--- src/rtl/alu_rs_pkg.sv ---
// Shared widths, ALU opcode encodings and reservation-station entry layout
// used by the issue queue and the ALU functional unit.
package alu_rs_pkg;

    localparam int DEF_SIZE       = 32;
    localparam int DEF_REG_NUM    = 64;
    localparam int DEF_ALUOP_BITS = 3;
    localparam int DEF_ROB_ROWS   = 16;
    localparam int DEF_RS_ENTRIES = 8;
    localparam int DEF_WB_PORTS   = 2;

    localparam int RW = $clog2(DEF_REG_NUM);
    localparam int TW = $clog2(DEF_ROB_ROWS);

    localparam logic [DEF_ALUOP_BITS-1:0] ALU_ADD = 3'd0;
    localparam logic [DEF_ALUOP_BITS-1:0] ALU_SUB = 3'd1;
    localparam logic [DEF_ALUOP_BITS-1:0] ALU_AND = 3'd2;
    localparam logic [DEF_ALUOP_BITS-1:0] ALU_XOR = 3'd3;
    localparam logic [DEF_ALUOP_BITS-1:0] ALU_SRA = 3'd4;

    typedef struct packed {
        logic [DEF_ALUOP_BITS-1:0] aluop;
        logic [RW-1:0]             s1;
        logic                      r1;
        logic [RW-1:0]             s2;
        logic                      r2;
        logic                      use_imm;
        logic [DEF_SIZE-1:0]       imm;
        logic [RW-1:0]             dest;
        logic [TW-1:0]             robn;
    } rs_entry_t;

endpackage

--- src/rtl/rs_oldest_select.sv ---
// Age matrix over the queue slots; grants the single oldest eligible slot.
module rs_oldest_select
    import alu_rs_pkg::*;
#(
    parameter int RS_ENTRIES = DEF_RS_ENTRIES
) (
    input  logic                  clk,
    input  logic                  rst_n,
    input  logic                  i_flush,
    input  logic [RS_ENTRIES-1:0] i_alloc_oh,
    input  logic [RS_ENTRIES-1:0] i_valid,
    input  logic [RS_ENTRIES-1:0] i_elig,
    output logic [RS_ENTRIES-1:0] o_grant
);

    // r_older[i][j] set means slot i was allocated before slot j
    logic [RS_ENTRIES-1:0] r_older [RS_ENTRIES];
    logic [RS_ENTRIES-1:0] w_blocked;

    always_ff @(posedge clk) begin
        if (!rst_n || i_flush) begin
            for (int i = 0; i < RS_ENTRIES; i++) r_older[i] <= '0;
        end else begin
            for (int i = 0; i < RS_ENTRIES; i++) begin
                for (int j = 0; j < RS_ENTRIES; j++) begin
                    if (i_alloc_oh[i])
                        r_older[i][j] <= 1'b0;
                    else if (i_alloc_oh[j])
                        r_older[i][j] <= i_valid[i];
                end
            end
        end
    end

    // Stale bits from freed rows are harmless: only eligible rows can block
    always_comb begin
        w_blocked = '0;
        for (int i = 0; i < RS_ENTRIES; i++) begin
            for (int j = 0; j < RS_ENTRIES; j++) begin
                if (j != i && i_elig[j] && r_older[j][i]) w_blocked[i] = 1'b1;
            end
        end
        o_grant = i_elig & ~w_blocked;
    end

endmodule

--- src/rtl/alu_issue_queue.sv ---
// ALU reservation station: buffers dispatched ops, tracks operand readiness
// from writeback wakeups and issues the oldest ready op to the ALU each cycle.
module alu_issue_queue
    import alu_rs_pkg::*;
#(
    parameter int SIZE       = DEF_SIZE,
    parameter int REG_NUM    = DEF_REG_NUM,
    parameter int ALUOP_BITS = DEF_ALUOP_BITS,
    parameter int ROB_ROWS   = DEF_ROB_ROWS,
    parameter int RS_ENTRIES = DEF_RS_ENTRIES,
    parameter int WB_PORTS   = DEF_WB_PORTS
) (
    input  logic                                          clk,
    input  logic                                          rst_n,
    input  logic                                          flush,
    input  logic                                          disp_valid,
    output logic                                          disp_ready,
    input  logic [ALUOP_BITS-1:0]                         disp_aluop,
    input  logic [$clog2(REG_NUM)-1:0]                    disp_src_reg1,
    input  logic [$clog2(REG_NUM)-1:0]                    disp_src_reg2,
    input  logic                                          disp_src1_rdy,
    input  logic                                          disp_src2_rdy,
    input  logic                                          disp_use_imm,
    input  logic [SIZE-1:0]                               disp_imm,
    input  logic [$clog2(REG_NUM)-1:0]                    disp_dest_reg,
    input  logic [$clog2(ROB_ROWS)-1:0]                   disp_robn,
    input  logic [WB_PORTS-1:0]                           wb_valid,
    input  logic [WB_PORTS-1:0][$clog2(REG_NUM)-1:0]      wb_reg,
    input  logic                                          fu_ready,
    output logic [ALUOP_BITS-1:0]                         ALUOp,
    output logic [$clog2(REG_NUM)-1:0]                    src_reg1,
    output logic [$clog2(REG_NUM)-1:0]                    src_reg2,
    output logic                                          use_imm,
    output logic [SIZE-1:0]                               imm,
    output logic [$clog2(REG_NUM)-1:0]                    dest_reg1,
    output logic                                          issue,
    output logic [$clog2(ROB_ROWS)-1:0]                   in_robn,
    output logic [$clog2(RS_ENTRIES+1)-1:0]               count
);

    localparam int IW = $clog2(RS_ENTRIES);
    localparam int CW = $clog2(RS_ENTRIES + 1);

    rs_entry_t             r_ent [RS_ENTRIES];
    logic [RS_ENTRIES-1:0] r_valid;
    logic [CW-1:0]         r_count;
    logic                  r_issue;
    logic [ALUOP_BITS-1:0] r_aluop;
    logic [RW-1:0]         r_src1, r_src2, r_dest;
    logic                  r_use_imm;
    logic [SIZE-1:0]       r_imm;
    logic [TW-1:0]         r_robn;

    logic [RS_ENTRIES-1:0] w_wake1, w_wake2, w_elig, w_grant, w_alloc_oh;
    logic                  w_dwake1, w_dwake2, w_do_disp, w_do_issue;
    logic [IW-1:0]         w_free_idx, w_sel_idx;
    rs_entry_t             w_new;

    // Same-cycle writeback matches, used both for bypass eligibility and capture
    always_comb begin
        w_wake1  = '0;
        w_wake2  = '0;
        w_dwake1 = 1'b0;
        w_dwake2 = 1'b0;
        for (int p = 0; p < WB_PORTS; p++) begin
            if (wb_valid[p]) begin
                for (int i = 0; i < RS_ENTRIES; i++) begin
                    if (r_ent[i].s1 == wb_reg[p]) w_wake1[i] = 1'b1;
                    if (r_ent[i].s2 == wb_reg[p]) w_wake2[i] = 1'b1;
                end
                if (disp_src_reg1 == wb_reg[p]) w_dwake1 = 1'b1;
                if (disp_src_reg2 == wb_reg[p]) w_dwake2 = 1'b1;
            end
        end
    end

    always_comb begin
        w_free_idx = '0;
        for (int i = RS_ENTRIES - 1; i >= 0; i--)
            if (!r_valid[i]) w_free_idx = IW'(i);
        w_sel_idx = '0;
        for (int i = 0; i < RS_ENTRIES; i++)
            if (w_grant[i]) w_sel_idx = IW'(i);
        for (int i = 0; i < RS_ENTRIES; i++)
            w_elig[i] = r_valid[i] && (r_ent[i].r1 || w_wake1[i])
                        && (r_ent[i].r2 || w_wake2[i]) && fu_ready;
    end

    assign disp_ready = ~&r_valid;
    assign w_do_disp  = disp_valid && disp_ready && !flush;
    assign w_do_issue = |w_grant && !flush;
    assign w_alloc_oh = w_do_disp ? (RS_ENTRIES'(1) << w_free_idx) : '0;

    always_comb begin
        w_new.aluop   = disp_aluop;
        w_new.s1      = disp_src_reg1;
        w_new.r1      = disp_src1_rdy || w_dwake1;
        w_new.s2      = disp_src_reg2;
        w_new.r2      = disp_use_imm || disp_src2_rdy || w_dwake2;
        w_new.use_imm = disp_use_imm;
        w_new.imm     = disp_imm;
        w_new.dest    = disp_dest_reg;
        w_new.robn    = disp_robn;
    end

    rs_oldest_select #(.RS_ENTRIES(RS_ENTRIES)) u_select (
        .clk        (clk),
        .rst_n      (rst_n),
        .i_flush    (flush),
        .i_alloc_oh (w_alloc_oh),
        .i_valid    (r_valid),
        .i_elig     (w_elig),
        .o_grant    (w_grant)
    );

    // Payload storage; validity lives in r_valid so no reset is needed here
    always_ff @(posedge clk) begin
        for (int i = 0; i < RS_ENTRIES; i++) begin
            if (w_wake1[i]) r_ent[i].r1 <= 1'b1;
            if (w_wake2[i]) r_ent[i].r2 <= 1'b1;
        end
        if (w_do_disp) r_ent[w_free_idx] <= w_new;
    end

    always_ff @(posedge clk) begin
        if (!rst_n) begin
            r_valid   <= '0;
            r_count   <= '0;
            r_issue   <= 1'b0;
            r_aluop   <= '0;
            r_src1    <= '0;
            r_src2    <= '0;
            r_use_imm <= 1'b0;
            r_imm     <= '0;
            r_dest    <= '0;
            r_robn    <= '0;
        end else if (flush) begin
            r_valid <= '0;
            r_count <= '0;
            r_issue <= 1'b0;
        end else begin
            r_issue <= w_do_issue;
            if (w_do_issue) begin
                r_valid[w_sel_idx] <= 1'b0;
                r_aluop   <= r_ent[w_sel_idx].aluop;
                r_src1    <= r_ent[w_sel_idx].s1;
                r_src2    <= r_ent[w_sel_idx].s2;
                r_use_imm <= r_ent[w_sel_idx].use_imm;
                r_imm     <= r_ent[w_sel_idx].imm;
                r_dest    <= r_ent[w_sel_idx].dest;
                r_robn    <= r_ent[w_sel_idx].robn;
            end
            if (w_do_disp) r_valid[w_free_idx] <= 1'b1;
            r_count <= r_count + CW'(w_do_disp) - CW'(w_do_issue);
        end
    end

    assign issue     = r_issue;
    assign ALUOp     = r_aluop;
    assign src_reg1  = r_src1;
    assign src_reg2  = r_src2;
    assign use_imm   = r_use_imm;
    assign imm       = r_imm;
    assign dest_reg1 = r_dest;
    assign in_robn   = r_robn;
    assign count     = r_count;

endmodule

--- config.mk ---
export PLATFORM = sky130hd
export DESIGN_NAME = alu_issue_queue
export DESIGN_NICKNAME = d
export VERILOG_FILES = /design/src/rtl/alu_rs_pkg.sv /design/src/rtl/rs_oldest_select.sv /design/src/rtl/alu_issue_queue.sv
export SDC_FILE = /design/constraint.sdc
export NUM_CORES = 1
export LEC_CHECK = 0
export CAP_MARGIN = 40
export CORE_MARGIN = 2
export CORE_UTILIZATION = 40
export DETAILED_ROUTE_END_ITERATION = 10
export SLEW_MARGIN = 20
export SYNTH_ARGS = -nofsm -noshare
export SYNTH_HDL_FRONTEND = slang
export SYNTH_SLANG_ARGS = --single-unit
--- constraint.sdc ---
create_clock -name clk -period 8.6 [get_ports clk]
set_clock_uncertainty 0.1 [all_clocks]
set_input_delay 1.72 -clock clk [delete_from_list [all_inputs] [get_ports clk]]
set_output_delay 1.72 -clock clk [all_outputs]
set_load 0.1 [all_outputs]
==> results.sh <==
export IMPL_die_h_um=257
export IMPL_slew_limit_headroom=0.403
export IMPL_placementRows=92
export IMPL_crit_path_max_fanout=10
export IMPL_crit_type="in -> reg"
export IMPL_gp_congestion=0.958
export IMPL_synth_nets=1979
export IMPL_p_total_uw=6350
export IMPL_ant_nets=0
export IMPL_seqCellArea_sq_um=17400
export IMPL_clock_latency_ps=640
export IMPL_core_area_sq_um=63200
export IMPL_post_cts_buffers=0
export IMPL_async_flop_share=0
export IMPL_initial_utilization=0.406
export IMPL_p_leak_uw=0.0105
export IMPL_cts_tree="yes"
export IMPL_start_kind="input pin"
export IMPL_r2r_start="r_ent[7][45]"
export IMPL_htreeDepth=2
export IMPL_dp_hpwl_mm=46.9
export IMPL_crit_start="wb_reg[7]"
export IMPL_root_buffer="clkbuf_16"
export IMPL_synth_seq_area_share=0.677
export IMPL_required_ps=9010
export IMPL_drt_iter0_markers=1758
export IMPL_final_min_clock_period_ps=6440
export IMPL_tightest_slew_ps=893
export IMPL_grt_pass1_vias=17300
export IMPL_antenna_found_initial=4
export IMPL_ys_flop_type="edfxtp_1"
export IMPL_via_count=17200
export IMPL_numCtsBuffers=60
export IMPL_cts_hold_fix_buffers=0
export IMPL_rsz0062_at_grt="no"
export IMPL_grt_max_degree=57
export IMPL_hold_viol_final=0
export IMPL_synth_edf_count=520
export IMPL_dieArea_sq_um=66200
export IMPL_vias_per_cell=5.73
export IMPL_endpoint_kind="flop"
export IMPL_drt_wl_total_mm=75.9
export IMPL_n_fill_cell=5337
export IMPL_r2r_cells=16
export IMPL_synth_seq_cells=607
export IMPL_peakVddDrop_mv=0.152
export IMPL_syn_avg_cell_area_sq_um=13.5
export IMPL_port_buffers=142
export IMPL_cts_buffer_depth=3
export IMPL_io_pins=143
export IMPL_synth_area_sq_um=25600
export IMPL_synth_warnings=0
export IMPL_cp_arrival_ps=6850
export IMPL_hold_class="reg -> reg"
export IMPL_area_growth_pct=22.5
export IMPL_drive_above_1_share=0.128
export IMPL_hold_depth=2
export IMPL_track_usage=0.226
export IMPL_hp_start="r_ent[5][43]"
export IMPL_fmax_mhz=155
export IMPL_p_per_area_nw_per_um2=202
export IMPL_fin_crit_sh=0.749
export IMPL_grt_ovfl_total=0
export IMPL_drc_errors=0
export IMPL_die_x_um=257
export IMPL_cts_resized=0
export IMPL_final_nets=2188
export IMPL_outcome="complete, no violations"
export IMPL_slew_viol_final=0
export IMPL_clkSlewWorstSetupHoldPaths_ps=60
export IMPL_multi_input_area_sq_um=7630
export IMPL_tns_ps=0
export IMPL_cts_sinks=607
export IMPL_grt_pass1_wl_mm=112
export IMPL_wire_per_inst_um=25.3
export IMPL_setup_violations=0
export IMPL_netlist_cell_type_count=62
export IMPL_dr_pass1_iters=6
export IMPL_timing_max_cap_violations=0
export IMPL_syn_inst=1895
==> power breakdown <==
part	switching, uW	internal, uW	total (uW)
logic	211	141	353
registers	24.4	3240	3270
clock network	1120	1610	2730
total	1360	4990	6350
==> synth_stat cells, drive strengths merged (7+ instances only) <==
| cell type | count | area, sq um |
|---|---|---|
| nand3 | 27 | 135 |
| nor4 | 34 | 213 |
| a21oi | 70 | 350 |
| buf | 58 | 360 |
| xor2 | 125 | 1090 |
| xnor2 | 94 | 823 |
| o2bb2ai | 19 | 166 |
| a41o | 7 | 70.1 |
| a211oi | 39 | 298 |
| a22oi | 75 | 563 |
| nand2 | 141 | 529 |
| mux2i | 28 | 280 |
| and3 | 39 | 244 |
| and2 | 20 | 125 |
| nand4 | 31 | 194 |
| nor2 | 133 | 499 |
| a221oi | 53 | 482 |
| a222oi | 30 | 300 |
| dfxtp | 87 | 1740 |
| o21ai | 40 | 200 |
| inv | 15 | 56.3 |
| nor3 | 33 | 176 |
| a21boi | 20 | 150 |
| clkbuf | 83 | 312 |
| edfxtp | 520 | 15600 |
==> path summary, 6_finish.rpt <==
kind | end | slack [ps]
worst max-delay path | count[2] | 2160
worst min-delay path | r_ent[5][43] | 410
worst max register to register | count[2] | 3890
worst min register to register | r_ent[5][43] | 410
==> through the flow <==
step / hold WS (ps) / worst slack [ps] / area [sq um] / instances / utilization
after floorplan: 376 / 2480 / 25600 / 1895 / -
after global placement: 392 / 1440 / 28000 / 2805 / 0.444
final: 413 / 2160 / 31400 / 3002 / 0.497
after global routing: 441 / 1880 / 31400 / 3002 / 0.497
after detailed placement: 395 / 1570 / 29300 / 2883 / 0.463
after CTS: 414 / 2230 / 31300 / 2996 / 0.496
==> final cells by class <==
type / count / share of cell area
flip-flops and latches: 607 / 0.552
multi-input cells: 1132 / 0.243
repair buffers: 288 / 0.103
clock buffers: 87 / 0.0539
well taps: 846 / 0.0337
clock inverters: 26 / 0.0119
inverters: 15 / 0.00187
diodes: 1 / 0.0000796
==> per-layer routing <==
metal / up-vias / global-route usage / wire length [um]
met4: 2 / 0.0698 / 2030
met1: 8665 / 0.321 / 33200
met5: - / 0 / 10
met2: 748 / 0.357 / 35200
li1: 7641 / - / -
met3: 141 / 0.0354 / 5530
==> logic make-up after synthesis <==
kind of cell,count (synthesis),share of synthesized area
fa+ha+maj,5,0.00273
simple gates,483,0.0896
flops,607,0.677
compound gates,392,0.115
xor+xnor,219,0.0748
buf+inv,156,0.0284
mux,33,0.0131
==> cell usage in the layout, fill, tap and decap left out, types with 40 or more instances in the layout <==
cell type and n:
edfxtp_1 520, clkdlybuf4s50_1 141, nand2_1 139, nor2_1 129, xor2_1 125, xnor2_1 94
dfxtp_1 87, a22oi_1 75, buf_8 72, a21oi_1 70, clkbuf_16 60, buf_4 60
a221oi_1 52, o21ai_0 40
==> worst max-delay path: stages <==
cell and delay [ps]:
clkdlybuf4s50_1 940, buf_4 370, xnor2_1 140, nand4_1 110, or4_4 480, a221oi_4 560
and2_1 210, a2111o_1 110, and4b_2 230, nand2b_4 180, o41ai_4 390, inv_1 230
ha_1 330, inv_1 40, ha_1 200, fa_1 390, xnor2_1 160, nor2_1 60
==> flip-flops by register name (all words and copies together), names as in the netlist, 6 cells and up <==
| register | flops |
|---|---|
| r_ent | 480 |
| imm | 32 |
| src_reg2 | 6 |
| u_select.r_older | 56 |
| r_valid | 8 |
| dest_reg1 | 6 |
| src_reg1 | 6 |
(Power assumes the default switching activity.)
